<file path="src/rtl/uart_spi_bridge.sv">
`default_nettype none
// ============================================================================
// Module   : uart_spi_bridge
// Brief    : Byte-stream protocol engine between a UART byte channel and an
//            SPI master byte channel (flash/boot host bridge). Decodes BOOT,
//            XFER, VERSION and STATUS commands, runs write-then-read SPI
//            transfers with chip-select control and a header timeout.
// Revision : 1.0 - initial release
// ============================================================================
module uart_spi_bridge #(
    parameter int         LEN_BYTES      = 2,
    parameter int         NUM_CS         = 2,
    parameter logic [7:0] FILL_BYTE      = 8'hFF,
    parameter logic [7:0] VERSION        = 8'h02,
    parameter int         TIMEOUT_CYCLES = 12000000
) (
    input  logic              clk,
    input  logic              rst_n,
    input  logic              uart_rx_valid,
    input  logic [7:0]        uart_rx_data,
    output logic              uart_rx_ready,
    input  logic              uart_rx_break,
    output logic              uart_tx_valid,
    output logic [7:0]        uart_tx_data,
    input  logic              uart_tx_ready,
    output logic              spi_tx_valid,
    output logic [7:0]        spi_tx_data,
    input  logic              spi_tx_ready,
    input  logic              spi_rx_valid,
    input  logic [7:0]        spi_rx_data,
    output logic              spi_rx_ready,
    output logic [NUM_CS-1:0] spi_ss,
    output logic              boot,
    output logic [7:0]        boot_sel,
    output logic              led
);

    localparam int         LW           = 8 * LEN_BYTES;
    // Index of the last XFER header byte (cs + two length fields).
    localparam logic [3:0] c_xfer_last  = 4'(2 * LEN_BYTES);
    localparam logic [3:0] c_num_cs4    = 4'(NUM_CS);
    localparam logic [31:0] c_idle_last = 32'(TIMEOUT_CYCLES - 1);

    typedef enum logic [2:0] {
        S_IDLE = 3'd0,
        S_HDR  = 3'd1,
        S_RESP = 3'd2,
        S_TX   = 3'd3,
        S_RX   = 3'd4,
        S_BOOT = 3'd5
    } state_t;

    state_t            r_state;
    state_t            w_state_next;
    logic              r_is_boot;
    logic [3:0]        r_hcnt;
    logic [7:0]        r_cs;
    logic [LW-1:0]     r_txlen;
    logic [LW-1:0]     r_rxlen;
    logic [LW-1:0]     r_cnt;
    logic [LW-1:0]     r_issued;
    logic [31:0]       r_idle;
    logic [7:0]        r_resp;
    logic [NUM_CS-1:0] r_ss;
    logic              r_boot;
    logic [7:0]        r_boot_sel;

    logic              w_urx_hs;
    logic              w_utx_hs;
    logic              w_stx_hs;
    logic              w_srx_hs;
    logic              w_hdr_last;
    logic              w_timeout;
    logic              w_tx_last;
    logic              w_rx_last;
    logic [LW-1:0]     w_rxlen_full;
    logic [NUM_CS-1:0] w_ss_sel;

    assign w_urx_hs = uart_rx_valid && uart_rx_ready;
    assign w_utx_hs = uart_tx_valid && uart_tx_ready;
    assign w_stx_hs = spi_tx_valid && spi_tx_ready;
    assign w_srx_hs = spi_rx_valid && spi_rx_ready;

    assign w_tx_last = (r_cnt + LW'(1)) == r_txlen;
    assign w_rx_last = (r_cnt + LW'(1)) == r_rxlen;
    assign w_timeout = (TIMEOUT_CYCLES != 0) && (r_idle == c_idle_last);

    assign spi_ss   = r_ss;
    assign boot     = r_boot;
    assign boot_sel = r_boot_sel;
    assign led      = (r_state != S_IDLE);

    // Header decode: last-byte detect, full rxlen including the byte in flight, chip-select pattern
    always_comb begin
        w_hdr_last   = r_is_boot ? (r_hcnt == 4'd0) : (r_hcnt == c_xfer_last);
        w_rxlen_full = r_rxlen;
        w_rxlen_full[LW-1 -: 8] = uart_rx_data;
        w_ss_sel     = '1;
        for (int k = 0; k < NUM_CS; k++) begin
            w_ss_sel[k] = (r_cs != 8'(k));
        end
    end

    // Stream outputs per state; TX is a straight pass-through from UART to SPI
    always_comb begin
        uart_rx_ready = 1'b1;
        uart_tx_valid = 1'b0;
        uart_tx_data  = r_resp;
        spi_tx_valid  = 1'b0;
        spi_tx_data   = FILL_BYTE;
        spi_rx_ready  = 1'b1;
        case (r_state)
            S_RESP: begin
                uart_rx_ready = 1'b0;
                uart_tx_valid = 1'b1;
            end
            S_TX: begin
                // A byte arriving with a break is swallowed rather than sent to flash.
                spi_tx_valid  = uart_rx_valid && !uart_rx_break;
                spi_tx_data   = uart_rx_data;
                uart_rx_ready = spi_tx_ready || uart_rx_break;
            end
            S_RX: begin
                uart_rx_ready = 1'b0;
                spi_tx_valid  = (r_issued != r_rxlen);
                uart_tx_valid = spi_rx_valid;
                uart_tx_data  = spi_rx_data;
                spi_rx_ready  = uart_tx_ready;
            end
            default: ;
        endcase
    end

    // Next-state logic; break overrides every other event
    always_comb begin
        w_state_next = r_state;
        if (uart_rx_break) begin
            w_state_next = S_IDLE;
        end else begin
            case (r_state)
                S_IDLE: begin
                    if (w_urx_hs) begin
                        w_state_next = (uart_rx_data <= 8'h01) ? S_HDR : S_RESP;
                    end
                end
                S_HDR: begin
                    if (w_urx_hs && w_hdr_last) begin
                        if (r_is_boot)                 w_state_next = S_BOOT;
                        else if (r_txlen != '0)        w_state_next = S_TX;
                        else if (w_rxlen_full != '0)   w_state_next = S_RX;
                        else                           w_state_next = S_IDLE;
                    end else if (!w_urx_hs && w_timeout) begin
                        w_state_next = S_IDLE;
                    end
                end
                S_RESP: begin
                    if (w_utx_hs) w_state_next = S_IDLE;
                end
                S_TX: begin
                    if (w_srx_hs && w_tx_last) begin
                        w_state_next = (r_rxlen != '0) ? S_RX : S_IDLE;
                    end
                end
                S_RX: begin
                    if (w_utx_hs && w_rx_last) w_state_next = S_IDLE;
                end
                S_BOOT:  w_state_next = S_BOOT;
                default: w_state_next = S_IDLE;
            endcase
        end
    end

    // State register
    always_ff @(posedge clk or negedge rst_n) begin
        if (!rst_n) r_state <= S_IDLE;
        else        r_state <= w_state_next;
    end

    // Datapath: header capture, counters, chip select and boot registers
    always_ff @(posedge clk or negedge rst_n) begin
        if (!rst_n) begin
            r_is_boot  <= 1'b0;
            r_hcnt     <= '0;
            r_cs       <= '0;
            r_txlen    <= '0;
            r_rxlen    <= '0;
            r_cnt      <= '0;
            r_issued   <= '0;
            r_idle     <= '0;
            r_resp     <= '0;
            r_ss       <= '1;
            r_boot     <= 1'b0;
            r_boot_sel <= '0;
        end else if (uart_rx_break) begin
            r_ss <= '1;
        end else begin
            case (r_state)
                S_IDLE: begin
                    if (w_urx_hs) begin
                        r_is_boot <= (uart_rx_data == 8'h00);
                        r_hcnt    <= '0;
                        r_idle    <= '0;
                        r_cs      <= '0;
                        r_txlen   <= '0;
                        r_rxlen   <= '0;
                        case (uart_rx_data)
                            8'h02:   r_resp <= VERSION;
                            8'h03:   r_resp <= {r_boot, 3'b000, c_num_cs4};
                            default: r_resp <= 8'hEE;
                        endcase
                    end
                end
                S_HDR: begin
                    if (w_urx_hs) begin
                        r_hcnt <= r_hcnt + 4'd1;
                        r_idle <= '0;
                        if (r_hcnt == 4'd0) r_cs <= uart_rx_data;
                        for (int i = 0; i < LEN_BYTES; i++) begin
                            if (r_hcnt == 4'(i + 1))             r_txlen[8*i +: 8] <= uart_rx_data;
                            if (r_hcnt == 4'(LEN_BYTES + 1 + i)) r_rxlen[8*i +: 8] <= uart_rx_data;
                        end
                        if (w_hdr_last) begin
                            r_cnt    <= '0;
                            r_issued <= '0;
                            if (r_is_boot) begin
                                r_boot     <= 1'b1;
                                r_boot_sel <= uart_rx_data;
                            end else if ((r_txlen != '0) || (w_rxlen_full != '0)) begin
                                r_ss <= w_ss_sel;
                            end
                        end
                    end else begin
                        r_idle <= r_idle + 32'd1;
                    end
                end
                S_TX: begin
                    if (w_srx_hs) begin
                        if (w_tx_last) begin
                            r_cnt <= '0;
                            if (r_rxlen == '0) r_ss <= '1;
                        end else begin
                            r_cnt <= r_cnt + LW'(1);
                        end
                    end
                end
                S_RX: begin
                    if (w_stx_hs) r_issued <= r_issued + LW'(1);
                    if (w_utx_hs) begin
                        if (w_rx_last) begin
                            r_cnt <= '0;
                            r_ss  <= '1;
                        end else begin
                            r_cnt <= r_cnt + LW'(1);
                        end
                    end
                end
                default: ;
            endcase
        end
    end

endmodule
`default_nettype wire

</file>
<file path="config.mk">
export PLATFORM = sky130hd
export DESIGN_NAME = uart_spi_bridge
export DESIGN_NICKNAME = d
export VERILOG_FILES = /design/src/rtl/uart_spi_bridge.sv
export SDC_FILE = /design/constraint.sdc
export NUM_CORES = 1
export LEC_CHECK = 0
export BUFFER_PORTS_ARGS = -buffer_cell sky130_fd_sc_hd__buf_4
export CORE_MARGIN = 2
export CORE_UTILIZATION = 52
export DETAILED_ROUTE_END_ITERATION = 8
export GPL_TIMING_DRIVEN = 0
export PLACE_DENSITY_LB_ADDON = 0.1
export SKIP_CTS_REPAIR_TIMING = 1
export SYNTH_ARGS = -nofsm -noshare
export SYNTH_HDL_FRONTEND = slang
export SYNTH_SLANG_ARGS = --single-unit
</file>
<file path="constraint.sdc">
create_clock -name clk -period 5.4 [get_ports clk]
set_input_delay 0.81 -clock clk [delete_from_list [all_inputs] [get_ports clk]]
set_output_delay 0.81 -clock clk [all_outputs]
set_load 0.01 [all_outputs]
</file>
======== Yosys cells after proc, flatten, opt, wreduce, memory -nomap -nowiden ========
Index checks and enable logic that the tools add are counted.
storage, ports and cells
  register bits ........................... 131
  output and inout bits ................... 32
  logic and storage cells ................. 162
operators by class
  add/subtract/negate cells ............... 4
  magnitude comparators ................... 1
  eq/ne operators ......................... 41
  multiplexer cells ....................... 60
  bitwise operators ....................... 1
  reduce and logical (&&, ||, !) cells .... 40
operators with widths
  cell                                             count
  two-way mux 16 bit                               10
  one-hot mux 16 bit (2 select lines)              3
  two-way mux 8 bit                                9
  two-way mux 32 bit                               2
  one-hot mux 32 bit (2 select lines)              1
  one-hot mux 16 bit (3 select lines)              1
  nonzero test 16 bit                              3
  AND reduction 5 bit                              8
  != test 3 bit, second input constant             13
  two-way mux 3 bit                                11
  adder 16 x 1 -> 16 bit, second input constant    2
  adder 32 x 1 -> 32 bit, second input constant    1
  == test 16 bit                                   2
  == test 32 x 24 -> 1 bit, second input constant  1
  one-hot mux 8 bit (2 select lines)               2
  two-way mux 2 bit                                11
  != test 2 bit, second input constant             11
  one-hot mux 3 bit (6 select lines)               1
  == test 8 x 2 -> 1 bit, second input constant    2
  logical NOT 16 bit                               1
  != test 16 bit                                   1
  AND reduction 10 bit                             1
  logical AND 1 bit                                9
  == test 4 x 2 -> 1 bit, second input constant    2
  other kinds (28)                                 39

======== Depth between registers and ports, before layout ========
  depth after elaboration ................. 10
  gate-level depth with buffers ........... 13

======== Worst setup path before layout ========
Ideal clock, no wire load.
  path type ............................... input to register
  start ................................... input uart_rx_break
  end ..................................... register r_cnt[10]
  library setup time ...................... 0.128 ns
  arrival ................................. 2.797 ns
  required time ........................... 5.272 ns
  path slack .............................. 2.475 ns
  stages on the path ...................... 9
  buffers on the path ..................... 3
  cell sequence ........................... o21ai_1 > a211o_1 > buf_2 > or4b_1 > buf_2 > a211o_4 > buf_6 > a222oi_1 > nand2_1
between the ends
  longest elaborated chain between the ends .. 5
ends and longest elaborated chain
  what                                      line  text
  start, declared                           22    input logic uart_rx_break,
  logical OR 1 bit                          121   uart_rx_ready = spi_tx_ready || uart_rx_break;
  one-hot mux 1 bit (2 select lines)        112   case (r_state)
  logical AND 1 bit                         79    assign w_urx_hs = uart_rx_valid && uart_rx_ready;
  != test 2 bit (no source line)            --
  AND reduction 6 bit (no source line) (*)  --
  end signal, assigned                      242   r_cnt <= r_cnt + LW'(1);
  end signal, assigned                      253   r_cnt <= r_cnt + LW'(1);
  end, declared                             60    logic [LW-1:0] r_cnt;
Every way passes the cells marked *; elsewhere a longest branch is shown, timed or not.
A chain may end at the register's enable or synchronous reset.

======== Worst setup path after layout ========
  start ................................... register r_state[2]
  end ..................................... output uart_tx_data[3]
between the ends
  longest elaborated chain between the ends .. 2
ends and longest elaborated chain
  what                    line  text
  start, declared         53    state_t r_state;
  start signal, assigned  176   else r_state <= w_state_next;
  == test 3 bit           112
  two-way mux 8 bit       112
  end, declared           24    output logic [7:0] uart_tx_data,
No other way between the ends.

==> flow_summary.ini <==
[route]
avgViaCountPerCell = 6.12
vias = 7337
remaining_drc_errors = 0
ant_nets = 0
firstDrtPassIters = 6
finalWirelength_um = 23700
routedWlPerCell_um = 19.8
drt_iter0_markers = 821

[placed_design]
gp_congestion = 0.979
postPlaceCellArea_um2 = 8740
io_buffer_count = 54
hpwl_um = 17100

[pwr]
power_density_nw_per_um2 = 238
p_leak_nw = 3.92
ir_worst_vdd_mv = 0.225

[timing]
fin_skew_ps = 9.80
slew_violations = 0
final-hold-violation-count = 0
rsz0062_at_grt = no
fmax_ghz = 0.262
tightest_slew_ps = 1040
fin_crit_sh_pct = 70.8
min_period_ps = 3820
finalSetupTns_ps = 0
slew_headroom_pct = 29.9
finalSetupViolCount = 0

[worst_hold_path]
min_path_type = input pin to async pin

[worst_setup_path]
path_class = flip-flop to primary output
crit_required_ps = 4590
end_kind = primary output
path_max_fanout = 10
start_kind = flip-flop
r2r_slack_ps = 1900
path_cells = clkbuf_1, nor2b_1, nand2b_1, clkbuf_1, clkbuf_1, nand2_1, nand2_1, buf_4
regToRegStartpoint = r_cnt[1]
crit_top_cell = clkbuf_1
crit_path_start = r_state[2]
slowest_delay_ps = 530
cp.arrival_ps = 3010
critical_path.slowest_cell = clkbuf_1

[outcome]
outcome = finished, final reports clean

[grt]
busiest_layer = met2
grt_antenna_before_repair = 0
grt_overflow_total = 0
gr-usage-all-layers_pct = 29.8
grt_pass1_wl_um = 37800
grtUsageMet1_pct = 42.2
grt_use_met3_pct = 5.24
grt_pass1_vias = 6802
grtUsageMet2_pct = 46.5
grt_max_degree = 82

[layout]
drive_gt1_share_pct = 16.5
nets = 1028
final_area_um2 = 9280
fill_cells = 1372
antenna_cells = 0
synthToLayoutAreaGrowth_pct = 15.1

[floorplan]
die_h_um = 129
design.die.area_um2 = 16500
boundaryPins = 55
die_x_um = 129
rows = 45
initial_core_util_pct = 53.1
core_area_um2 = 15200

[cts]
clock-sinks = 126
clk_root_buffer_cell = clkbuf_16
cts-htree-levels = 4
cts_buffer_depth = 2
numCtsBuffers = 17
insertion_delay_ps = 430
cts.reportedPaths.clkPinSlew_ps = 60
cts_tree = built

[synth]
ys.flop_type = dfrtp_1
ys_seq_area_share_pct = 39.1
netlist.area_leader.share_pct = 38.5
postSynthAreaPerCell_um2 = 8.73
synth_area_um2 = 8070
synth_edf_count = 0
syn_inst = 924
yosysWarnings = 0
syn_nets = 954
async_reset_ff_share_pct = 100
ys_ff_latch = 126
synthTopCellsByArea = dfrtp_1, nand2_1, o21ai_0
synth.largest_area_cell = dfrtp_1
yosysUniqueCellTypes = 84

[run]
maxCapViolations = 0
critical path: cells and delay by family, from the launching register on:
kind | cells | cell delay (ps)
DFF | 1 | 400
buffers and inverters | 4 | 1340
and+or+nand+nor | 4 | 860
state kept, by name, summed over array words and instances (netlist names):
name / count
spi_ss: 2
r_cnt: 16
r_hcnt: 4
r_issued: 16
r_state: 3
r_txlen: 16
r_cs: 8
r_idle: 32
r_is_boot: 1
r_rxlen: 16
r_resp: 3
boot_sel: 8
boot: 1
metal layers:
layer | vias to the layer above | routed length [µm] | share of wire [%]
met5 | - | 0 | 0
met4 | 0 | 539 | 2.3
met3 | 41 | 1440 | 6.1
met2 | 267 | 11000 | 46
met1 | 3551 | 10700 | 45
li1 | 3478 | - | -
synth_stat cells (8+ instances only):
master    count
a21oi_1      34
a31oi_1       8
and3_1       17
buf_2        13
clkbuf_1     25
dfrtp_1     124
inv_1        30
mux2_2       10
mux2i_1      11
nand2_1     124
nand2b_1     11
nand3_1      28
nand4_1      19
nor2_1       79
nor2b_1      14
nor3_1       28
nor4_1       27
o211ai_1      9
o21ai_0      71
o31ai_1       9
or2_2        11
or3_1        11
xnor2_1      36
xor2_1       37
cells by family (layout without fill, tap and decap cells):
kind of cell               Yosys count  after routing  share of synthesized area, %
AOI/OAI and AO/OA                  195            195                          16.2
DFF                                126            126                          39.1
and+or+nand+nor                    416            416                          27.3
buffers and inverters               83            170                          4.87
adders and majority gates            7              7                          1.09
muxes                               22             22                          2.95
xor gates and xnor gates            75             75                          8.49
worst paths after layout:
path	depth (start not counted)	end
worst min register to register	2	r_cs[3]
min in group clk	2	r_cs[3]
worst max-delay path	8	uart_tx_data[3]
max in group asynchronous	2	spi_ss[0]
worst max register to register	12	r_cnt[13]
worst min-delay path	1	r_cnt[5]
per-stage QoR:
step / total power [W] / std cells / hold slack [ps] / util [%] / worst slack, ps
floorplan: 0.00108 / 924 / 439 / - / 2480
global placement: 0.00116 / 1166 / 456 / 57.3 / 1950
detailed placement: 0.00116 / 1167 / 468 / 57.5 / 1950
CTS: 0.00222 / 1199 / 325 / 61.1 / 1590
global route: 0.00229 / 1199 / 345 / 61.1 / 1440
finish: 0.00221 / 1199 / 309 / 61.1 / 1580
power breakdown:
part / internal [W] / leakage (nW) / switching [W]
logic: 0.0000654 / 1.97 / 0.000122
registers: 0.000953 / 1.70 / 0.00000889
clock network: 0.000609 / 0.254 / 0.000448
layout by cell type, fill, tap and decap left out, types with 5 or more instances in the layout:
cell        count
o211ai_1        9
nor3_1         28
nand2b_1       11
mux2_2         10
clkinvlp_4      6
inv_1          30
o22ai_1         5
a21oi_1        34
nor4_1         27
or4_1           7
o21ai_1         5
clkbuf_1       25
mux2i_1        11
ha_1            7
or3_1          11
o31ai_1         9
xor2_1         37
buf_2          13
a31oi_1         8
or2_2          11
nor2_1         79
clkbuf_16      17
dfrtp_1       124
nor2b_1        14
buf_6           6
nand4_1        19
nand3_1        28
buf_4          60
and2_1          7
xnor2_1        36
o21ai_0        71
nand2_1       124
and4_1          5
o31ai_2         5
and3_1         17
area by class of cell:
type                    count  area (µm²)  area share [%]
well taps                 188         235            2.53
multi-input cells         715        4520            48.7
plain buffers              52         277            2.98
flip-flops and latches    126        3160            34.0
inverters                  31         116            1.25
clock inverters            13        91.3           0.984
clock buffers              19         453            4.88
repair buffers             55         437            4.70
No activity file was read; power rests on OpenSTA's default activity.
